--- src/rtl/i2c_txn_seq_pkg.sv ---
`default_nettype none
// ============================================================================
// Package  : i2c_pkg
// Purpose  : i2c_ctrl command opcodes, sequencer states, step tables.
// Revision : 1.0
// ============================================================================
package i2c_pkg;

  localparam logic [2:0] c_OP_START     = 3'd0;
  localparam logic [2:0] c_OP_STOP      = 3'd1;
  localparam logic [2:0] c_OP_WRITE     = 3'd2;
  localparam logic [2:0] c_OP_READ_ACK  = 3'd3;
  localparam logic [2:0] c_OP_READ_NACK = 3'd4;

  localparam logic [2:0] c_ST_IDLE  = 3'd0;
  localparam logic [2:0] c_ST_CMD   = 3'd1;
  localparam logic [2:0] c_ST_WAIT  = 3'd2;
  localparam logic [2:0] c_ST_ABORT = 3'd3;
  localparam logic [2:0] c_ST_RESP  = 3'd4;

  localparam logic [2:0] c_WR_STEPS = 3'd5;
  localparam logic [2:0] c_RD_STEPS = 3'd7;

  function automatic logic [2:0] step_op(input logic rw, input logic [2:0] step);
    logic [2:0] op;
    op = c_OP_STOP;
    if (!rw) begin
      case (step)
        3'd0:                op = c_OP_START;
        3'd1, 3'd2, 3'd3:    op = c_OP_WRITE;
        default:             op = c_OP_STOP;
      endcase
    end else begin
      case (step)
        3'd0, 3'd3:          op = c_OP_START;
        3'd1, 3'd2, 3'd4:    op = c_OP_WRITE;
        3'd5:                op = c_OP_READ_NACK;
        default:             op = c_OP_STOP;
      endcase
    end
    return op;
  endfunction

endpackage
`default_nettype wire

--- src/rtl/i2c_txn_seq_if.sv ---
`default_nettype none
// ============================================================================
// Interface : i2c_txn_seq_if
// Purpose   : host request/response and i2c_ctrl command/completion bundle.
// Revision  : 1.0
// ============================================================================
interface i2c_txn_seq_if;

  logic       req_valid;
  logic       req_ready;
  logic       req_rw;
  logic [6:0] req_dev;
  logic [7:0] req_reg;
  logic [7:0] req_wdata;
  logic       rsp_valid;
  logic       rsp_err;
  logic [7:0] rsp_rdata;
  logic       cmd_valid;
  logic       cmd_ready;
  logic [2:0] cmd_op;
  logic [7:0] cmd_wdata;
  logic       eng_done;
  logic       eng_ack;
  logic [7:0] eng_rdata;
  logic       busy;

  // Sequencer side
  modport slave (
    input  req_valid, req_rw, req_dev, req_reg, req_wdata,
    input  cmd_ready, eng_done, eng_ack, eng_rdata,
    output req_ready, rsp_valid, rsp_err, rsp_rdata,
    output cmd_valid, cmd_op, cmd_wdata, busy
  );

  // Host register block and byte engine side
  modport master (
    output req_valid, req_rw, req_dev, req_reg, req_wdata,
    output cmd_ready, eng_done, eng_ack, eng_rdata,
    input  req_ready, rsp_valid, rsp_err, rsp_rdata,
    input  cmd_valid, cmd_op, cmd_wdata, busy
  );

endinterface
`default_nettype wire

--- src/rtl/i2c_txn_seq.sv ---
`default_nettype none
// ============================================================================
// Module   : i2c_txn_seq
// Purpose  : single-byte register read/write sequencer above i2c_ctrl.
//            Define I2C_SEQ_RETRY_EN to retry on address-byte NACK.
// Revision : 1.0
// ============================================================================
module i2c_txn_seq
  import i2c_pkg::*;
#(
  parameter int unsigned RETRY_MAX = 3
) (
  input  wire logic    clk,
  input  wire logic    reset,
  i2c_txn_seq_if.slave bus
);

  localparam logic [2:0] c_WR_LAST = c_WR_STEPS - 3'd1;
  localparam logic [2:0] c_RD_LAST = c_RD_STEPS - 3'd1;

  logic [2:0] r_state;
  logic [2:0] w_state_nxt;
  logic [2:0] r_step;
  logic       r_rw;
  logic [6:0] r_dev;
  logic [7:0] r_reg;
  logic [7:0] r_wdata;
  logic [7:0] r_rdata;
  logic       r_abort;
  logic       r_err;

  logic [2:0] w_op;
  logic [7:0] w_byte;
  logic       w_accept;
  logic       w_done;
  logic       w_nack;
  logic       w_last;
  logic       w_restart;

  generate
    if (RETRY_MAX < 1 || RETRY_MAX > 7) begin : g_retry_max_range
      $error("i2c_txn_seq: RETRY_MAX must be in 1..7");
    end
  endgenerate

  // While aborting, the step index is frozen and the offered command is STOP.
  assign w_op     = r_abort ? c_OP_STOP : step_op(r_rw, r_step);
  assign w_accept = (r_state == c_ST_IDLE) && bus.req_valid;
  assign w_done   = (r_state == c_ST_WAIT) && bus.eng_done;
  assign w_nack   = w_done && (w_op == c_OP_WRITE) && !bus.eng_ack;
  assign w_last   = (r_step == (r_rw ? c_RD_LAST : c_WR_LAST));

  // Write-data byte only matters on WRITE steps; step 3 is WRITE only for writes.
  always_comb begin
    w_byte = 8'h00;
    if (w_op == c_OP_WRITE) begin
      case (r_step)
        3'd1:    w_byte = {r_dev, 1'b0};
        3'd2:    w_byte = r_reg;
        3'd3:    w_byte = r_wdata;
        3'd4:    w_byte = {r_dev, 1'b1};
        default: w_byte = 8'h00;
      endcase
    end
  end

`ifdef I2C_SEQ_RETRY_EN
  localparam int unsigned c_RETRY_W = $clog2(RETRY_MAX + 1);

  logic [c_RETRY_W-1:0] r_retry;
  logic                 r_retry_go;
  logic                 w_retry_ok;

  assign w_retry_ok = (r_step == 3'd1) && (r_retry < c_RETRY_W'(RETRY_MAX));
  assign w_restart  = r_retry_go;

  always_ff @(posedge clk) begin
    if (reset) begin
      r_retry    <= '0;
      r_retry_go <= 1'b0;
    end else if (w_accept) begin
      r_retry    <= '0;
      r_retry_go <= 1'b0;
    end else if (w_nack) begin
      r_retry_go <= w_retry_ok;
      if (w_retry_ok) r_retry <= r_retry + 1'b1;
    end else if (w_done && r_abort) begin
      r_retry_go <= 1'b0;
    end
  end
`else
  assign w_restart = 1'b0;
`endif

  always_ff @(posedge clk) begin
    if (reset) r_state <= c_ST_IDLE;
    else       r_state <= w_state_nxt;
  end

  always_comb begin
    w_state_nxt = r_state;
    case (r_state)
      c_ST_IDLE:  if (bus.req_valid) w_state_nxt = c_ST_CMD;
      c_ST_CMD:   if (bus.cmd_ready) w_state_nxt = c_ST_WAIT;
      c_ST_ABORT: if (bus.cmd_ready) w_state_nxt = c_ST_WAIT;
      c_ST_WAIT: begin
        if (bus.eng_done) begin
          if (r_abort)     w_state_nxt = w_restart ? c_ST_CMD : c_ST_RESP;
          else if (w_nack) w_state_nxt = c_ST_ABORT;
          else if (w_last) w_state_nxt = c_ST_RESP;
          else             w_state_nxt = c_ST_CMD;
        end
      end
      c_ST_RESP:  w_state_nxt = c_ST_IDLE;
      default:    w_state_nxt = c_ST_IDLE;
    endcase
  end

  always_comb begin
    bus.req_ready = 1'b0;
    bus.cmd_valid = 1'b0;
    bus.cmd_op    = c_OP_START;
    bus.cmd_wdata = 8'h00;
    bus.rsp_valid = 1'b0;
    bus.rsp_err   = 1'b0;
    bus.busy      = 1'b1;
    case (r_state)
      c_ST_IDLE: begin
        bus.req_ready = !reset;
        bus.busy      = 1'b0;
      end
      c_ST_CMD, c_ST_ABORT: begin
        bus.cmd_valid = 1'b1;
        bus.cmd_op    = w_op;
        bus.cmd_wdata = w_byte;
      end
      c_ST_RESP: begin
        bus.rsp_valid = 1'b1;
        bus.rsp_err   = r_err;
      end
      default: ;
    endcase
  end

  assign bus.rsp_rdata = r_rdata;

  always_ff @(posedge clk) begin
    if (reset) begin
      r_step  <= 3'd0;
      r_rw    <= 1'b0;
      r_dev   <= 7'd0;
      r_reg   <= 8'h00;
      r_wdata <= 8'h00;
      r_abort <= 1'b0;
      r_err   <= 1'b0;
      r_rdata <= 8'h00;
    end else begin
      if (w_accept) begin
        r_rw    <= bus.req_rw;
        r_dev   <= bus.req_dev;
        r_reg   <= bus.req_reg;
        r_wdata <= bus.req_wdata;
        r_step  <= 3'd0;
        r_abort <= 1'b0;
        r_err   <= 1'b0;
      end
      if (w_done) begin
        if (r_abort) begin
          r_abort <= 1'b0;
          if (w_restart) r_step <= 3'd0;
          else           r_err  <= 1'b1;
        end else if (w_nack) begin
          r_abort <= 1'b1;
        end else if (!w_last) begin
          r_step <= r_step + 3'd1;
        end
        if (w_op == c_OP_READ_NACK) r_rdata <= bus.eng_rdata;
      end
    end
  end

endmodule
`default_nettype wire

--- src/flat_wrapper.sv ---
// flat-port wrapper written by rule: the top's interface ports become plain ports
module i2c_txn_seq_flat import i2c_pkg::*;
#(
  parameter int unsigned RETRY_MAX = 3
)
  (clk, reset, bus_req_valid, bus_req_rw, bus_req_dev, bus_req_reg, bus_req_wdata, bus_cmd_ready, bus_eng_done, bus_eng_ack, bus_eng_rdata, bus_req_ready, bus_rsp_valid, bus_rsp_err, bus_rsp_rdata, bus_cmd_valid, bus_cmd_op, bus_cmd_wdata, bus_busy);
  i2c_txn_seq_if bus_i ();
  input  wire logic clk;
  input  wire logic reset;
  input wire logic [$bits(bus_i.req_valid)-1:0] bus_req_valid;
  input wire logic [$bits(bus_i.req_rw)-1:0] bus_req_rw;
  input wire logic [$bits(bus_i.req_dev)-1:0] bus_req_dev;
  input wire logic [$bits(bus_i.req_reg)-1:0] bus_req_reg;
  input wire logic [$bits(bus_i.req_wdata)-1:0] bus_req_wdata;
  input wire logic [$bits(bus_i.cmd_ready)-1:0] bus_cmd_ready;
  input wire logic [$bits(bus_i.eng_done)-1:0] bus_eng_done;
  input wire logic [$bits(bus_i.eng_ack)-1:0] bus_eng_ack;
  input wire logic [$bits(bus_i.eng_rdata)-1:0] bus_eng_rdata;
  output wire logic [$bits(bus_i.req_ready)-1:0] bus_req_ready;
  output wire logic [$bits(bus_i.rsp_valid)-1:0] bus_rsp_valid;
  output wire logic [$bits(bus_i.rsp_err)-1:0] bus_rsp_err;
  output wire logic [$bits(bus_i.rsp_rdata)-1:0] bus_rsp_rdata;
  output wire logic [$bits(bus_i.cmd_valid)-1:0] bus_cmd_valid;
  output wire logic [$bits(bus_i.cmd_op)-1:0] bus_cmd_op;
  output wire logic [$bits(bus_i.cmd_wdata)-1:0] bus_cmd_wdata;
  output wire logic [$bits(bus_i.busy)-1:0] bus_busy;
  assign bus_i.req_valid = bus_req_valid;
  assign bus_i.req_rw = bus_req_rw;
  assign bus_i.req_dev = bus_req_dev;
  assign bus_i.req_reg = bus_req_reg;
  assign bus_i.req_wdata = bus_req_wdata;
  assign bus_i.cmd_ready = bus_cmd_ready;
  assign bus_i.eng_done = bus_eng_done;
  assign bus_i.eng_ack = bus_eng_ack;
  assign bus_i.eng_rdata = bus_eng_rdata;
  assign bus_req_ready = bus_i.req_ready;
  assign bus_rsp_valid = bus_i.rsp_valid;
  assign bus_rsp_err = bus_i.rsp_err;
  assign bus_rsp_rdata = bus_i.rsp_rdata;
  assign bus_cmd_valid = bus_i.cmd_valid;
  assign bus_cmd_op = bus_i.cmd_op;
  assign bus_cmd_wdata = bus_i.cmd_wdata;
  assign bus_busy = bus_i.busy;
  i2c_txn_seq #(.RETRY_MAX(RETRY_MAX)) u_core (.clk(clk), .reset(reset), .bus(bus_i));
endmodule
--- config.mk ---
export PLATFORM = sky130hd
export DESIGN_NAME = i2c_txn_seq_flat
export DESIGN_NICKNAME = d
export VERILOG_FILES = /design/src/rtl/i2c_txn_seq_pkg.sv /design/src/rtl/i2c_txn_seq_if.sv /design/src/rtl/i2c_txn_seq.sv /design/src/flat_wrapper.sv
export SDC_FILE = /design/constraint.sdc
export NUM_CORES = 1
export LEC_CHECK = 0
export CORE_MARGIN = 5
export CORE_UTILIZATION = 30
export CTS_BUF_LIST = sky130_fd_sc_hd__clkbuf_16
export DETAILED_ROUTE_END_ITERATION = 7
export SETUP_SLACK_MARGIN = 0.5
export SYNTH_ARGS = -nofsm -noshare
export SYNTH_HDL_FRONTEND = slang
export SYNTH_SLANG_ARGS = --single-unit
--- constraint.sdc ---
create_clock -name clk -period 2.7 [get_ports clk]
set_input_delay 0.675 -clock clk [delete_from_list [all_inputs] [get_ports clk]]
set_output_delay 0.675 -clock clk [all_outputs]
set_load 0.01 [all_outputs]
# Word-level counts from Yosys, hierarchy flattened
# Index checks and enable logic that the tools add are counted.
# totals
out_inout_bits	24
regBits	40
# classes
reduce_logical	14
eq_ne	15
n_addsub	1
muxes	33
# op_table
operator	n
3-bit two-way mux	14
8-bit case mux with 4 select lines	1
3-bit case mux with 3 select lines	2
8-bit two-way mux	2
3-bit by 2-bit equality test with 1-bit output, second input constant	5
3-bit equality test, second input constant	4
1-bit two-way mux	12
3-bit by 1-bit equality test with 1-bit output, second input constant	2
3-bit logical NOT	2
3-bit OR reduction	2
1-bit logical AND	4
2-bit inequality test, second input constant	2
2-bit case mux with 2 select lines	1
2-bit OR reduction	2
3-bit by 1-bit adder with 3-bit output, second input constant	1
3-bit equality test	1
3-bit AND reduction	1
1-bit logical NOT	2
2-bit two-way mux	1
2-bit by 1-bit inequality test with 1-bit output, second input constant	1
2-bit AND reduction	1

# Longest topological paths before layout
# depth
depth_word	12
ltp_mapped	10
ltp_nobuf	7

# Worst setup path after synthesis
# OpenSTA, ideal clock, no wires.
# synth_path
kind	register to output
startpoint	reg u_core.r_step[1]
endpoint	out bus_cmd_wdata[0]
arrival_time_ns	1.951
setup_slack_ns	0.074
stages_incl_launch_ff	10
required_time_ns	2.025
n_path_buf	2
cell_sequence	dfxtp_1 ha_1 ha_1 buf_2 nor2_2 a21oi_4 nand2_1 or4_1 buf_2 nor2_1
# synth_between
elab_chain_cells	8
word_cells_on_any_way	17
classes_between	eq/ne: 6; mux: 7; reduce/logical: 4
# synth_rtl
item	line_no	source
start, declared	i2c_txn_seq.sv:23	logic [2:0] r_step;
start signal, assigned	i2c_txn_seq.sv:175	r_step <= r_step + 3'd1;
3-bit by 1-bit equality test with 1-bit output, or another cell as far along	i2c_txn_seq_pkg.sv:28, i2c_txn_seq_pkg.sv:34, i2c_txn_seq.sv:57	
3-bit OR reduction, or another cell as far along	i2c_txn_seq_pkg.sv:34	case (step)
3-bit case mux with 3 select lines or 2-bit case mux with 2 select lines (tied branches)	i2c_txn_seq_pkg.sv:34, i2c_txn_seq_pkg.sv:28	
3-bit two-way mux	i2c_txn_seq_pkg.sv:27	if (!rw) begin
3-bit two-way mux	i2c_txn_seq.sv:47	assign w_op = r_abort ? c_OP_STOP : step_op(r_rw, r_step);
3-bit by 2-bit equality test with 1-bit output	i2c_txn_seq.sv:56	if (w_op == c_OP_WRITE) begin
8-bit two-way mux (*)	i2c_txn_seq.sv:56	
8-bit two-way mux (*)	i2c_txn_seq.sv:127	case (r_state)
end, declared	flat_wrapper.sv:25	output wire logic [$bits(bus_i.cmd_wdata)-1:0] bus_cmd_wdata;
# Mark *: on every way between the ends. The rest lies on a longest branch, timed or not.

# Final worst setup path
# layout_path
startpoint	reg u_core.r_step[0]
endpoint	out bus_cmd_wdata[0]
# Same word-level chain as after synthesis.

==> results.yml <==
synth:
  async_s_r_ff_share_synth: 0
  yosys_warnings: 0
  synth_sequential_area_ratio: 0.421
  syn_area_per_cell_um2: 8.31
  area_share_of_the_largest_cell_type_after_synthesis: 0.421
  synth_cell_type_count: 43
  yosys_register_bits: 40
  cell_taking_the_most_area_after_synthesis: "sky130_fd_sc_hd__dfxtp_1"
  synthesized_netlist_cell_count: 229
  ys_dominant_reg_cell: "sky130_fd_sc_hd__dfxtp_1"
  synth_enable_flop_cells: 0
  synthTopCellsByArea: "sky130_fd_sc_hd__dfxtp_1 (42%), sky130_fd_sc_hd__nand2_1 (10%), sky130_fd_sc_hd__a21oi_1 (7.9%)"
  synthTopCellsByCount: "sky130_fd_sc_hd__nand2_1 (52), sky130_fd_sc_hd__dfxtp_1 (40), sky130_fd_sc_hd__a21oi_1 (30)"
  combined_area_of_all_synthesized_cells_um2: 1900
  synth_fp_nets: 272
  yosysMostFrequentCell: "sky130_fd_sc_hd__nand2_1"
sta:
  max_freq_mhz: 346
  rsz0062_at_grt: "yes"
  relSlewSlack: 0.703
  finalSetupViolations: 8
  final-max-slew-violation-count: 0
  timing.final.crit_share: 1.07
  tightest_slew_ns: 0.443
  finalClockSkew_ns: 0.00575
  setup_total_negative_slack_ns: -1.22
  final.setup.worst_slack_ns: -0.191
  hold_violations: 0
  hold_ws_ns: 0.456
  final_period_minus_worst_setup_slack_ns: 2.89
global_routing:
  globalRoute.totalOverflow: 0
  maximum_number_of_pins_on_one_net_before_global_route_repair: 43
  via_count_of_the_first_global_routing_pass: 1818
  grt_first_pass_wirelength_um: 8600
  globalRouteTotalUtil: 0.138
  antenna_violations_before_repair: 0
power_and_ir_drop:
  clock_power_share: 0.414
  p_switching_uw: 394
  power.sequential.fraction: 0.409
  power-per-cell-area_nw_per_um2: 498
  p_sw_frac: 0.247
  static-leakage-power_nw: 1.21
  p_int_mw: 1.20
  comb_power_share: 0.177
  ir_worst_vdd_uv: 330
floorplanning:
  dieArea_um2: 8040
  start_util: 0.303
  io-pin-count: 62
  placement_rows: 29
  chipWidth_um: 89.6
  core_region_area_um2: 6280
  floorplan.die.height_um: 89.6
placed_design:
  io_buffer_count: 61
  place_congestion: 0.844
  placed_area_um2: 2880
  detailedPlacementHpwl_um: 4010
  worst_setup_slack_post_dpl_ns: -0.322
clock_tree:
  clock_sinks: 40
  tritoncts_clock_tree: "yes"
  cts.reportedPaths.clkPinSlew_ns: 0.06
  clk_latency_ns: 0.28
  buffer_depth_of_the_longest_clock_path: 2
  cts.root.buffer_cell: "sky130_fd_sc_hd__clkbuf_16"
  cts-hold-fix-buffers: 0
  cts.htree.levels: 2
  tritoncts.num_buffers: 5
route:
  viasPerCell: 4.86
  remaining_design_rule_violation_count: 0
  dr.first_iter.drc_count: 176
  avgRoutedWirePerCell_um: 13.9
  route.vias.total: 1945
  detailedRoute.firstPassIterationCount: 5
  remaining_antenna_violation_count: 0
  totalWireLength_um: 5550
cells_and_area:
  final.fill_count: 619
  layout-drive-gt1-share: 0.294
  num_antenna_cells: 0
  final_nets: 365
  multi_input_comb_area_um2: 1170
  final_design_area_no_fill_um2: 3200
  areaGrowthSynthToFinish_pct: 68.0
  layout.area.seq_um2: 810
run_status:
  run_status: "finished with violations"
  failed_checks: "negative setup slack"
hold_path:
  hold_path_class: "flip-flop to flip-flop"
critical_path:
  crit_type: "flip-flop to output port"
  critical_path_source_type: "flip-flop"
  worstSetupEndpointType: "output port"
  crit_fanout: 6
  critical_path_arrival_ns: 2.22
  timing.critical_path.required_ns: 2.03
run:
  maxCapViolations: 0
-- kinds of logic after synthesis --
logic type,after synthesis,share of synthesized area
simple gates,102,0.239
compound gates,51,0.193
flops,40,0.421
buf+inv,18,0.0454
mux,12,0.0651
fa+ha+maj,5,0.0329
xor+xnor,1,0.00460
-- area by class of cell --
class	count	share of cell area
multi-input cells	171	0.367
repair buffers	100	0.292
flip-flops and latches	40	0.253
clock buffers	5	0.0391
well taps	77	0.0301
clock inverters	3	0.0121
inverters	4	0.00704
-- placed cells by master (no fill, tap or decap), types with 4 or more instances in the layout --
master and instances:
sky130_fd_sc_hd__buf_6 13, sky130_fd_sc_hd__mux2i_1 9, sky130_fd_sc_hd__clkdlybuf4s50_1 44, sky130_fd_sc_hd__nor2_4 9, sky130_fd_sc_hd__clkbuf_16 5, sky130_fd_sc_hd__nor2_1 14, sky130_fd_sc_hd__nand2_1 51, sky130_fd_sc_hd__ha_4 4
sky130_fd_sc_hd__nand2b_1 6, sky130_fd_sc_hd__nand3_1 4, sky130_fd_sc_hd__a21oi_1 30, sky130_fd_sc_hd__a222oi_1 8, sky130_fd_sc_hd__dfxtp_1 37, sky130_fd_sc_hd__buf_4 32
-- per-stage QoR --
step,power (mW),instances,util
6_report,1.59,400,0.509
5_1_grt,1.67,400,0.509
4_1_cts,1.61,398,0.496
3_5_place_dp,0.941,385,0.459
3_3_place_gp,0.937,385,0.459
2_1_floorplan,0.803,229,-
-- power by group through the flow --
stage | registers [mW] | clock network, mW | logic [mW]
detailed placement | 0.663 | 0 | 0.278
CTS | 0.650 | 0.675 | 0.282
finish | 0.651 | 0.659 | 0.281
global route | 0.654 | 0.704 | 0.309
global placement | 0.662 | 0 | 0.276
floorplan | 0.658 | 0 | 0.145
-- worst max-delay path: stages, from the launching register on --
cell and delay [ns]:
sky130_fd_sc_hd__dfxtp_4 0.40, sky130_fd_sc_hd__ha_4 0.16, sky130_fd_sc_hd__ha_4 0.14, sky130_fd_sc_hd__nor2_4 0.04, sky130_fd_sc_hd__a21oi_4 0.16, sky130_fd_sc_hd__nand2_2 0.07, sky130_fd_sc_hd__or4_4 0.61, sky130_fd_sc_hd__buf_6 0.18
sky130_fd_sc_hd__nor2_4 0.08, sky130_fd_sc_hd__buf_6 0.10
-- worst paths after layout --
kind | startpoint | to | slack (ns) | cells past startpoint
worst max-delay path | u_core.r_step[0] | bus_cmd_wdata[0] | -0.19 | 9
worst min-delay path | u_core.r_reg[4] | u_core.r_reg[4] | 0.46 | 2
worst max register to register | u_core.r_step[1] | u_core.r_step[2] | 0.74 | 8
worst min register to register | u_core.r_reg[4] | u_core.r_reg[4] | 0.46 | 2
-- layer usage --
layer	share of wire	global-route usage	routed length, µm	vias to the layer above
met4	0.013	0.0474	71	0
li1	-	-	-	983
met2	0.46	0.218	2570	57
met3	0.066	0.0319	367	6
met1	0.46	0.185	2540	899
met5	0	0	0	-
-- what timing repair did --
| item | 4_1_cts | 5_1_grt |
|---|---|---|
| buffers inserted | 5 | 2 |
| setup endpoints to repair | 23 | 19 |
| pin swaps | 8 | 9 |
| cloned | 0 | 0 |
| resized for setup | 68 | 18 |
Power figures use the tool's default switching activity.
